<file path="src/rtl/spike_pkg.sv">
// spike_pkg: state type and width helpers shared by the spike vector player
package spike_pkg;

    typedef enum logic [1:0] {IDLE, PLAY, GAP} player_state_t;

    // t_stamp width: enough bits to count 0..len-1
    function automatic int ts_w(input int len);
        return (len > 1) ? $clog2(len) : 1;
    endfunction

    // spike_cnt width: enough bits to hold a popcount of 0..len
    function automatic int cnt_w(input int len);
        return $clog2(len + 1);
    endfunction

    // gap counter width: at least one bit even when no gap is configured
    function automatic int gap_w(input int gap);
        return (gap > 1) ? $clog2(gap) : 1;
    endfunction

endpackage

</file>
<file path="src/rtl/spike_hold_buf.sv">
// spike_hold_buf: single-entry holding register for one pending spike vector
//   clk, rst : clock, asynchronous active-high reset
//   i_wr     : capture i_data and mark the entry full
//   i_pop    : release the entry (mark empty)
//   i_data   : vector to capture
//   o_full   : entry holds a pending vector
//   o_data   : pending vector
module spike_hold_buf #(
    parameter int LEN = 8
) (
    input  logic           clk,
    input  logic           rst,
    input  logic           i_wr,
    input  logic           i_pop,
    input  logic [0:LEN-1] i_data,
    output logic           o_full,
    output logic [0:LEN-1] o_data
);

    logic           r_full;
    logic [0:LEN-1] r_data;

    assign o_full = r_full;
    assign o_data = r_data;

    always_ff @(posedge clk or posedge rst) begin
        if (rst) begin
            r_full <= 1'b0;
            r_data <= '0;
        end else if (i_wr) begin
            r_full <= 1'b1;
            r_data <= i_data;
        end else if (i_pop) begin
            r_full <= 1'b0;
        end
    end

endmodule

</file>
<file path="src/rtl/spike_vec_player.sv">
// spike_vec_player: replays a LEN-bit spike vector serially, one time stamp per clock
//   clk, rst  : clock, asynchronous active-high reset
//   in_vec    : spike vector, bit 0 is t=0
//   in_valid  : in_vec valid
//   in_ready  : a vector can be accepted this cycle (hold buffer empty)
//   spike_out : serial spike for the current time stamp
//   t_stamp   : current time stamp within the window
//   win_start : t=0 cycle of a window
//   done      : t=LEN-1 cycle of a window
//   busy      : playing a window or inside the inter-window gap
//   spike_cnt : popcount of the last completed window (only with SPIKE_CNT_EN)
module spike_vec_player
    import spike_pkg::*;
#(
    parameter int LEN       = 8,
    parameter int GAMMA_GAP = 0
) (
    input  logic                  clk,
    input  logic                  rst,
    input  logic [0:LEN-1]        in_vec,
    input  logic                  in_valid,
    output logic                  in_ready,
    output logic                  spike_out,
    output logic [ts_w(LEN)-1:0]  t_stamp,
    output logic                  win_start,
    output logic                  done,
    output logic                  busy
`ifdef SPIKE_CNT_EN
    ,
    output logic [cnt_w(LEN)-1:0] spike_cnt
`endif
);

    localparam int TW    = ts_w(LEN);
    localparam int GW    = gap_w(GAMMA_GAP);
    localparam int GLAST = (GAMMA_GAP > 0) ? GAMMA_GAP - 1 : 0;

    player_state_t  r_state;
    logic [0:LEN-1] r_sh;
    logic [TW-1:0]  r_t;
    logic [GW-1:0]  r_gap;
    logic           r_spike, r_win, r_done, r_busy;
    logic           w_full, w_xfer, w_last, w_load_pt, w_load, w_wr, w_pop;
    logic [0:LEN-1] w_held, w_next;

    assign in_ready  = !w_full;
    assign spike_out = r_spike;
    assign t_stamp   = r_t;
    assign win_start = r_win;
    assign done      = r_done;
    assign busy      = r_busy;

    assign w_xfer    = in_valid && in_ready;
    assign w_last    = (r_t == TW'(LEN - 1));
    assign w_load_pt = (r_state == IDLE) ||
                       (r_state == PLAY && w_last && GAMMA_GAP == 0) ||
                       (r_state == GAP && r_gap == GW'(GLAST));
    assign w_load    = w_load_pt && (w_full || w_xfer);
    // a held vector always has priority; otherwise the incoming vector bypasses the buffer
    assign w_next    = w_full ? w_held : in_vec;
    assign w_pop     = w_load_pt && w_full;
    // a transfer is only possible with an empty buffer, so at a load point it is consumed directly
    assign w_wr      = w_xfer && !w_load_pt;

    spike_hold_buf #(.LEN(LEN)) u_hold (
        .clk    (clk),
        .rst    (rst),
        .i_wr   (w_wr),
        .i_pop  (w_pop),
        .i_data (in_vec),
        .o_full (w_full),
        .o_data (w_held)
    );

    // r_sh holds the bits still to be played, next bit at index 0
    always_ff @(posedge clk or posedge rst) begin
        if (rst) begin
            r_state <= IDLE;
            r_sh    <= '0;
            r_t     <= '0;
            r_gap   <= '0;
            r_spike <= 1'b0;
            r_win   <= 1'b0;
            r_done  <= 1'b0;
            r_busy  <= 1'b0;
        end else begin
            r_win  <= 1'b0;
            r_done <= 1'b0;
            if (w_load) begin
                r_state <= PLAY;
                r_sh    <= {w_next[1:LEN-1], 1'b0};
                r_spike <= w_next[0];
                r_t     <= '0;
                r_win   <= 1'b1;
                r_busy  <= 1'b1;
            end else if (r_state == PLAY && !w_last) begin
                r_sh    <= {r_sh[1:LEN-1], 1'b0};
                r_spike <= r_sh[0];
                r_t     <= r_t + TW'(1);
                r_done  <= (r_t == TW'(LEN - 2));
            end else if (r_state == PLAY && GAMMA_GAP > 0) begin
                r_state <= GAP;
                r_gap   <= '0;
                r_spike <= 1'b0;
                r_t     <= '0;
            end else if (r_state == GAP && r_gap != GW'(GLAST)) begin
                r_gap   <= r_gap + GW'(1);
            end else begin
                r_state <= IDLE;
                r_spike <= 1'b0;
                r_t     <= '0;
                r_busy  <= 1'b0;
            end
        end
    end

`ifdef SPIKE_CNT_EN
    localparam int CW = cnt_w(LEN);

    logic [CW-1:0] w_pop_cnt, r_cur_cnt, r_cnt;

    assign spike_cnt = r_cnt;

    always_comb begin
        w_pop_cnt = '0;
        for (int i = 0; i < LEN; i++) w_pop_cnt = w_pop_cnt + CW'(w_next[i]);
    end

    // the window's count is captured at load and published when its last cycle ends
    always_ff @(posedge clk or posedge rst) begin
        if (rst) begin
            r_cur_cnt <= '0;
            r_cnt     <= '0;
        end else begin
            if (w_load) r_cur_cnt <= w_pop_cnt;
            if (r_state == PLAY && w_last) r_cnt <= r_cur_cnt;
        end
    end
`endif

endmodule

</file>
<file path="config.mk">
export PLATFORM = sky130hd
export DESIGN_NAME = spike_vec_player
export DESIGN_NICKNAME = d
export VERILOG_FILES = /design/src/rtl/spike_pkg.sv /design/src/rtl/spike_hold_buf.sv /design/src/rtl/spike_vec_player.sv
export SDC_FILE = /design/constraint.sdc
export NUM_CORES = 1
export LEC_CHECK = 0
export BUFFER_PORTS_ARGS = -buffer_cell sky130_fd_sc_hd__buf_2
export CELL_PAD_IN_SITES_DETAIL_PLACEMENT = 0
export CELL_PAD_IN_SITES_GLOBAL_PLACEMENT = 2
export CORE_MARGIN = 1
export CORE_UTILIZATION = 31
export CTS_CLUSTER_DIAMETER = 120
export DETAILED_ROUTE_END_ITERATION = 7
export PLACE_DENSITY = 0.78
export SLEW_MARGIN = 5
export SYNTH_ARGS = -nofsm -noshare
export SYNTH_HDL_FRONTEND = slang
export SYNTH_SLANG_ARGS = --single-unit
</file>
<file path="constraint.sdc">
create_clock -name clk -period 1.65 [get_ports clk]
set_input_delay 0.0825 -clock clk [delete_from_list [all_inputs] [get_ports clk]]
set_output_delay 0.0825 -clock clk [all_outputs]
set_load 0.005 [all_outputs]
</file>
==> flow_metrics.tcl, run 1 <==
set metrics [dict create \
    final_cell_mix "dfrtp_1, buf_2, o21ai_0" \
    syn-num-nets 105 \
    setup_viol 0 \
    fin_ws_ps 60.97 \
    drt_iter0_drc 28 \
    place_congestion 0.7223 \
    path_max_fanout 8 \
    worst-r2r-cell-count 5 \
    fill_cells 306 \
    avgRoutedWirePerCell_um 12.45 \
    placed_cells 154 \
    start_util 0.3364 \
    min_period_over_period 0.9631 \
    total_power_mw 2.023 \
    insertion_delay_ps 310 \
    grt_pass1_vias 704 \
    synth-seq-area-share 0.5470 \
    remaining_drc_errors 0 \
    hold_end "u_hold.o_data[0]" \
    hp-class "input pin to flop" \
    cts.clk_slew.worst_paths_ps 130 \
    min_from "in_vec[0]" \
    hold_ws_ps 16.89 \
    grt_setup_unrepaired "false" \
    cts.path.max_buffers 2 \
    io_buffers 18 \
    totalWireLength_mm 2.054 \
    area_growth_pct 25.92 \
    status "finished, final reports clean" \
    synthCells 91 \
    critPathCaptureType "flop" \
    reg2reg_slack_ps 60 \
    drive_above_1_share 0.3636 \
    leakage_nw 0.6312 \
    nets 136 \
    arrival_ps 1800 \
    crit_start "t_stamp[0]" \
    netlist_area_um2 1052 \
    start_kind "flop" \
    viasPerCell 4.503 \
    hold_depth 2 \
    rows 20 \
    htreeDepth 1 \
    mostFrequentLayoutCell "dfrtp_1" \
    vias 743 \
    finalCriticalPeriod_ps 1589 \
    yosys_warnings 0 \
    dp_slack_ps -8.950 \
    avgSynthCellArea_um2 11.56 \
    core-area_um2 3128 \
    ys_types 20 \
    ant_nets 0 \
    cellPowerDensity_nw_per_um2 1526 \
    path_class "flop to flop" \
    antenna_found_initial 0 \
    cts_buffers 3 \
    r2r_end "u_hold.o_data[1]" \
    required_ps 1860 \
    worst_pin_slew_ps 296.0 \
    timing.setup.tns_ps 0 \
    dpl.hpwl_mm 1.388 \
    cts_tree "done" \
    grt-ovfl-total 0 \
    relSlewSlack 0.8027 \
    fmax_ghz 0.6293 \
    num_antenna_cells 0 \
    first_pass_iters 4 \
    die_h_um 60.26 \
    grt_max_degree 24 \
    slew_violations 0 \
    cts-root-buf "clkbuf_4" \
    finClkSkew_ps 4.685 \
    vdd_ir_drop_max_mv 0.4190 \
    hold_viol 0 \
    ys_ff_latch 23 \
    die-area_um2 3631 \
    clkSinkCount 23 \
    chipWidth_um 60.26 \
    grt_pass1_wl_mm 3.374 \
    ios 19 \
    grt_usage 0.1299 \
    maxCapViolations 0 \
    rr_startpoint "t_stamp[0]" \
    fin_cells 165 \
]
## worst max-delay path by stage
stage / depth (start not counted) / to / slack [ps]
after floorplan: 6 / u_hold.o_data[0] / 10
after global placement: 5 / u_hold.o_data[3] / 30
after detailed placement: 5 / u_hold.o_data[4] / -9
after CTS: 5 / u_hold.o_data[0] / 30
after global routing: 5 / u_hold.o_data[0] / 6
final: 5 / u_hold.o_data[1] / 60
## kinds of logic (layout without fill, tap and decap cells)
family / Yosys count / in the layout / synth area share
buffers and inverters: 9 / 39 / 0.05350
DFF: 23 / 23 / 0.5470
and+or+nand+nor: 25 / 25 / 0.1213
AOI/OAI and AO/OA: 22 / 22 / 0.1189
muxes: 9 / 9 / 0.1237
adders and majority gates: 3 / 3 / 0.03568
## metrics by stage
stage / util / area [µm²]
global placement: 0.3852 / 1205
floorplan: - / 1052
detailed placement: 0.3852 / 1205
global route: 0.4236 / 1325
finish: 0.4236 / 1325
CTS: 0.3988 / 1247
## cell type report
cell class                 count  area [µm²]  area share
inverter                       3       11.26    0.008499
clock inverter                 1       5.005    0.003777
sequential                    23       575.6      0.4344
timing repair buffer          32       210.2      0.1586
tap                           44       55.05     0.04155
multi-input combinational     59       445.4      0.3362
clock buffer                   3       22.52     0.01700
## state kept, by name, indices dropped and copies added, names as in the netlist
name	cells
u_hold.o_data	8
win_start	1
done	1
r_sh	7
r_state	1
spike_out	1
u_hold.o_full	1
t_stamp	3
## repair_timing
action,CTS,global route
hold endpoints to repair,23,5
setup endpoints to repair,8,9
hold buffers,1,5
buffers inserted,0,1
pin swaps,1,1
resized for setup,2,4
## per-layer routing
metal | vias to the layer above | share of wire | global-route usage
met3 | 2 | 0.021 | 0.02597
li1 | 369 | - | -
met2 | 6 | 0.45 | 0.2009
met1 | 366 | 0.52 | 0.1707
met5 | - | 0 | 0
met4 | 0 | 0.0093 | 0.06645
## synthesized netlist by cell type
cell / n / area share
inv_2: 1 / 0.0036
o21ai_0: 13 / 0.062
buf_6: 2 / 0.021
mux2i_1: 1 / 0.0095
nand3_1: 1 / 0.0048
mux2_4: 8 / 0.11
a21oi_1: 3 / 0.014
and3_1: 1 / 0.0059
a211oi_1: 6 / 0.043
and2_1: 1 / 0.0059
nand2_1: 7 / 0.025
inv_1: 2 / 0.0071
buf_2: 3 / 0.014
dfrtp_1: 23 / 0.55
and3_4: 1 / 0.011
nor2b_1: 7 / 0.042
nand2b_1: 1 / 0.0059
buf_4: 1 / 0.0071
ha_1: 3 / 0.036
nor2_1: 6 / 0.021
## worst max-delay path: stages, from the launching register on
cell and delay, ps:
dfrtp_1 410, ha_2 200, ha_4 170, nor2b_4 100, and3_4 290, mux2_4 320
## power breakdown
group / internal (mW) / switching (mW) / total, mW / leakage [nW]
Clock: 0.0905 / 0.172 / 0.263 / 0.0177
Sequential: 0.798 / 0.118 / 0.917 / 0.280
Combinational: 0.472 / 0.372 / 0.843 / 0.334
Total: 1.36 / 0.662 / 2.02 / 0.631
Note: power is estimated with default switching activity, not from simulation.
==> inputs of run 2 (changes only) <==
--- a/config.mk
+++ b/config.mk
@@ -16,4 +16,5 @@
 export SLEW_MARGIN = 5
 export SYNTH_ARGS = -nofsm -noshare
 export SYNTH_HDL_FRONTEND = slang
+export SYNTH_HIERARCHICAL = 1
 export SYNTH_SLANG_ARGS = --single-unit
==> flow_metrics.tcl, run 2 <==
set metrics [dict create \
    num_antenna_cells 0 \
    cts_buffers 3 \
    fin_util 0.3982 \
    netlist_top_cells_count "dfrtp_1, mux2_4, nand2_1, nor2b_1, o21ai_1" \
    hold_viol 0 \
    dpl.hpwl_mm 1.465 \
    drt_iter0_drc 22 \
    synthArstFlopShare 1.000 \
    place_congestion 0.7068 \
    largest_reg_flops 8 \
    min_from "in_vec[5]" \
    mostFrequentLayoutCell "dfrtp_1" \
    final_cell_mix "dfrtp_1, buf_2, mux2_4" \
    finalCriticalPeriod_ps 1572 \
    worst-r2r-cell-count 5 \
    r2r_end "u_hold/o_data[0]" \
    ys_ff_latch 23 \
    path_max_fanout 4 \
    grt_usage 0.1345 \
    synthCells 94 \
    post_cts_resize_count 0 \
    maxCapViolations 0 \
    hold_end "u_hold/o_data[5]" \
    cts_tree "done" \
    htreeDepth 1 \
    io_buffers 18 \
    reg2reg_slack_ps 80 \
    fill_cells 346 \
    start_util 0.3217 \
    ant_nets 0 \
    yosysMostFrequentCell "dfrtp_1" \
    setup_viol 0 \
    chipWidth_um 60.85 \
    synth-seq-area-share 0.5361 \
    synth_top_area_cell "dfrtp_1" \
    nets 137 \
    hp-class "input pin to flop" \
    arrival_ps 1790 \
    antenna_found_initial 0 \
    grt_max_degree 15 \
    ys.flop_type "dfrtp_1" \
    crit_start "t_stamp[1]" \
    finalInstanceArea_um2 1329 \
    critPathCaptureType "flop" \
    rr_startpoint "t_stamp[1]" \
    dpl_cell_area_um2 1224 \
    ys_top_cells_by_area "dfrtp_1, mux2_4, a211oi_1" \
    yosys_warnings 6 \
    fin_ws_ps 77.58 \
    grt_pass1_vias 734 \
    viasPerCell 4.583 \
    timing.setup.tns_ps 0 \
    dp_slack_ps 67.91 \
    cts_setup_buffers 0 \
    clkSinkCount 23 \
    min_period_over_period 0.9530 \
    status "finished, final reports clean" \
    ys_types 22 \
    totalWireLength_mm 2.178 \
    cts.clk_slew.worst_paths_ps 130 \
    start_kind "flop" \
    leakage_nw 0.6359 \
    fmax_ghz 0.6360 \
    cts.path.max_buffers 2 \
    finClkSkew_ps 8.068 \
    worst_pin_slew_ps 569.3 \
    relSlewSlack 0.6200 \
    hold_depth 2 \
    avgRoutedWirePerCell_um 12.96 \
    synth_edf_count 0 \
    grt_setup_unrepaired "false" \
    vias 770 \
    remaining_drc_errors 0 \
    avgSynthCellArea_um2 11.42 \
    insertion_delay_ps 310 \
    die-area_um2 3702 \
    hold_ws_ps 23.01 \
    grt_pass1_wl_mm 3.512 \
    die_h_um 60.85 \
    yosysTopAreaCellShare 0.5361 \
    core-area_um2 3337 \
    drive_above_1_share 0.3361 \
    ios 19 \
    path_class "flop to flop" \
    cellPowerDensity_nw_per_um2 1565 \
    vdd_ir_drop_max_mv 0.4200 \
    rows 21 \
    first_pass_iters 4 \
    area_growth_pct 23.78 \
    required_ps 1860 \
    cts-root-buf "clkbuf_4" \
    syn-num-nets 108 \
    netlist_area_um2 1074 \
    grt-ovfl-total 0 \
    slew_violations 0 \
]
-- run 2: cell count changes after synthesis, sizes merged --
cell	change
a21o	+1
inv	+2
-- run 2: what timing repair did --
action / 4_1_cts / 5_1_grt
endpoints found under the hold margin: 23 / 6
hold buffers: 1 / 6
setup endpoints to repair: 0 / 4
-- run 2: cell type report --
cell class | count | area [µm²] | share of cell area
multi-input combinational | 61 | 459.2 | 0.3456
timing repair buffer | 29 | 190.2 | 0.1431
inverter | 5 | 18.77 | 0.01412
sequential | 23 | 575.6 | 0.4331
clock buffer | 3 | 22.52 | 0.01695
tap | 46 | 57.56 | 0.04331
clock inverter | 1 | 5.005 | 0.003766
-- run 2: logic make-up after synthesis --
| group | synth area share |
|---|---|
| AND/OR/NAND/NOR | 0.1154 |
| AO/OA/AOI/OAI | 0.1247 |
| flip-flops | 0.5361 |
| buffers and inverters | 0.06758 |
| multiplexers | 0.1212 |
| adder cells (fa/ha/maj) | 0.03497 |
-- run 2: per-stage QoR --
step	power (mW)	std cells
floorplan	1.611	94
global placement	1.787	156
detailed placement	1.814	156
CTS	2.088	161
global route	2.272	168
finish	2.079	168
-- run 2: layer usage --
metal	vias to the layer above	GRT usage	share of wire	wire, µm
li1	376	-	-	-
met5	-	0	0	0
met4	0	0.06818	0.0083	18
met3	2	0.02559	0.017	37
met2	8	0.2135	0.49	1067
met1	384	0.1751	0.48	1054
-- run 2: worst max-delay path, stage by stage, from the launching register on --
cell and delay, ps:
dfrtp_1 420, ha_2 200, ha_4 160, nor2b_4 110, and3_2 260, mux2_4 310
-- run 2: power by group --
| part | internal, mW | switching [mW] | total [mW] |
|---|---|---|---|
| clock network | 0.0905 | 0.170 | 0.261 |
| logic | 0.476 | 0.410 | 0.886 |
| registers | 0.804 | 0.128 | 0.932 |
-- run 2: worst max path at each step --
stage / to / slack (ps) / depth (start not counted)
final: u_hold/o_data[0] / 80 / 5
after global routing: r_sh[1] / 10 / 5
after CTS: u_hold/o_data[2] / 40 / 5
after detailed placement: u_hold/o_data[0] / 70 / 5
after global placement: u_hold/o_data[2] / 80 / 5
after floorplan: u_hold/o_data[0] / -60 / 7
==> inputs of run 3 (changes only) <==
--- a/config.mk
+++ b/config.mk
@@ -5,13 +5,15 @@
 export SDC_FILE = /design/constraint.sdc
 export NUM_CORES = 1
 export LEC_CHECK = 0
+export ABC_AREA = 1
 export BUFFER_PORTS_ARGS = -buffer_cell sky130_fd_sc_hd__buf_2
 export CELL_PAD_IN_SITES_DETAIL_PLACEMENT = 0
 export CELL_PAD_IN_SITES_GLOBAL_PLACEMENT = 2
 export CORE_MARGIN = 1
-export CORE_UTILIZATION = 31
+export CORE_UTILIZATION = 28
 export CTS_CLUSTER_DIAMETER = 120
 export DETAILED_ROUTE_END_ITERATION = 7
+export MAX_ROUTING_LAYER = met4
 export PLACE_DENSITY = 0.78
 export SLEW_MARGIN = 5
 export SYNTH_ARGS = -nofsm -noshare
==> flow_metrics.tcl, run 3 <==
set metrics [dict create \
    path_max_fanout 8 \
    slew_violations 0 \
    finalCriticalPeriod_ps 1491 \
    grt_usage 0.1208 \
    largest_reg_flops 8 \
    remaining_drc_errors 0 \
    finalInstanceArea_um2 1290 \
    antenna_found_initial 0 \
    ys_ff_latch 23 \
    synth_xor_area_frac 0 \
    placed_cells 197 \
    cts.clk_slew.worst_paths_ps 80 \
    viasPerCell 4.277 \
    clkSinkCount 23 \
    cts.path.max_buffers 2 \
    ys_types 14 \
    dpl_cell_area_um2 1235 \
    switchingPower_mw 0.8271 \
    critPathCaptureType "flop" \
    switching_share 0.3918 \
    yosys_warnings 6 \
    arrival_ps 1700 \
    die-area_um2 4196 \
    hold_viol 0 \
    ys_top_cells_by_area "dfrtp_1, nand2_1, nand3_1" \
    synth-simple-area-share 0.3741 \
    fmax_ghz 0.6706 \
    synthArstFlopShare 1.000 \
    finClkSkew_ps 2.316 \
    cts_tree "done" \
    chipWidth_um 64.78 \
    path_class "flop to flop" \
    synth_top_family_by_area "simple AND/OR/NAND/NOR gates" \
    synth_edf_count 0 \
    netlist_top_cells_count "nand2_1, dfrtp_1, nand3_1" \
    die_h_um 64.78 \
    timing.setup.tns_ps 0 \
    synthMuxAreaShare 0 \
    drive_above_1_share 0.2078 \
    nets 169 \
    grt_setup_unrepaired "false" \
    cts_buffers 3 \
    dp_slack_ps 163.3 \
    fin_ws_ps 158.7 \
    start_kind "flop" \
    place_congestion 0.6841 \
    dpl.hpwl_mm 1.589 \
    num_antenna_cells 0 \
    grt-ovfl-total 0 \
    hold_ws_ps 32.37 \
    status "finished, final reports clean" \
    first_pass_iters 4 \
    fill_cells 400 \
    area_growth_pct 16.89 \
    synthCells 132 \
    grt_pass1_wl_mm 3.815 \
    maxCapViolations 0 \
    vdd_ir_drop_max_mv 0.7125 \
    hp-class "input pin to flop" \
    io_buffers 18 \
    insertion_delay_ps 260 \
    grt_max_degree 15 \
    seq_power_share 0.428 \
    avgSynthCellArea_um2 8.360 \
    final_cell_mix "nand2_1, dfrtp_1, buf_2" \
    rows 22 \
    cellPowerDensity_nw_per_um2 1637 \
    synth-seq-area-share 0.5215 \
    ios 19 \
    power.internal_mw 1.284 \
    htreeDepth 1 \
    netlist_area_um2 1104 \
    vias 864 \
    yosysTopAreaCellShare 0.5215 \
    total_power_mw 2.111 \
    grt_pass1_vias 825 \
    synth-compound-area-share 0 \
    avgRoutedWirePerCell_um 10.64 \
    worst_pin_slew_ps 544.4 \
    mostFrequentLayoutCell "nand2_1" \
    min_period_over_period 0.9038 \
    fin_cells 202 \
    fin_util 0.3471 \
    syn-num-nets 146 \
    pwr-share-clk 0.167 \
    totalWireLength_mm 2.150 \
    core-area_um2 3716 \
    synth_fa_ha_area_frac 0.03401 \
    combinationalPowerShare 0.405 \
    yosysMostFrequentCell "nand2_1" \
    drt_iter0_drc 53 \
    required_ps 1850 \
    leakage_nw 0.7350 \
    synth_top_area_cell "dfrtp_1" \
    cts-root-buf "clkbuf_8" \
    start_util 0.2970 \
    post_cts_resize_count 0 \
    ant_nets 0 \
    relSlewSlack 0.6367 \
    ys.flop_type "dfrtp_1" \
    setup_viol 0 \
]
-- run 3: worst paths after layout --
| kind | endpoint | slack, ps | startpoint | cells after the start |
|---|---|---|---|---|
| min in group asynchronous | u_hold/o_full | 340 | rst | 3 |
| worst max-delay path | u_hold/o_data[6] | 160 | t_stamp[0] | 8 |
| worst min register to register | u_hold/o_data[7] | 480 | u_hold/o_data[7] | 2 |
| max in group asynchronous | r_sh[0] | 880 | rst | 3 |
| worst min-delay path | u_hold/o_data[7] | 30 | in_vec[7] | 3 |
| worst max register to register | u_hold/o_data[6] | 160 | t_stamp[0] | 8 |
-- run 3: worst max-delay path: stages (launching register included) --
cell     delay (ps)
dfrtp_1         410
ha_1            210
ha_1            230
inv_2            60
nand2_2          40
nor2_1          160
buf_4           190
nand2_1          60
nand2_1          60
-- run 3: kinds of logic (layout without fill, tap and decap cells) --
| kind of cell | after synthesis | count (layout) |
|---|---|---|
| adder cells (fa/ha/maj) | 3 | 3 |
| buffers and inverters | 13 | 35 |
| flip-flops | 23 | 23 |
| AND/OR/NAND/NOR | 93 | 93 |
-- run 3: area by class of cell --
| class | instances | area [µm²] | share of cell area |
|---|---|---|---|
| timing repair buffer | 22 | 122.6 | 0.09505 |
| multi-input combinational | 96 | 450.4 | 0.3492 |
| clock buffer | 4 | 45.04 | 0.03492 |
| inverter | 9 | 36.28 | 0.02813 |
| sequential | 23 | 575.6 | 0.4462 |
| tap | 48 | 60.06 | 0.04656 |
-- run 3: power by group through the flow --
stage | Combinational [mW] | Clock [mW] | Sequential [mW]
floorplan | 0.667 | 0 | 0.896
global placement | 0.860 | 0 | 0.909
detailed placement | 0.869 | 0 | 0.915
CTS | 0.873 | 0.366 | 0.906
global route | 0.990 | 0.390 | 0.936
finish | 0.855 | 0.353 | 0.903
-- run 3: timing repair --
action | in CTS | in global routing
hold buffers | 1 | 0
hold endpoints to repair | 23 | 0
setup buffers | 0 | 0
-- run 3: layer usage --
metal  wire [µm]  share of wire  track usage  vias up
li1            -              -            -      444
met1        1094           0.51       0.1614      392
met2         925           0.43       0.1875       24
met3         102          0.047      0.01585        4
met4          27          0.013      0.04167        0
met5           0              0            -        -
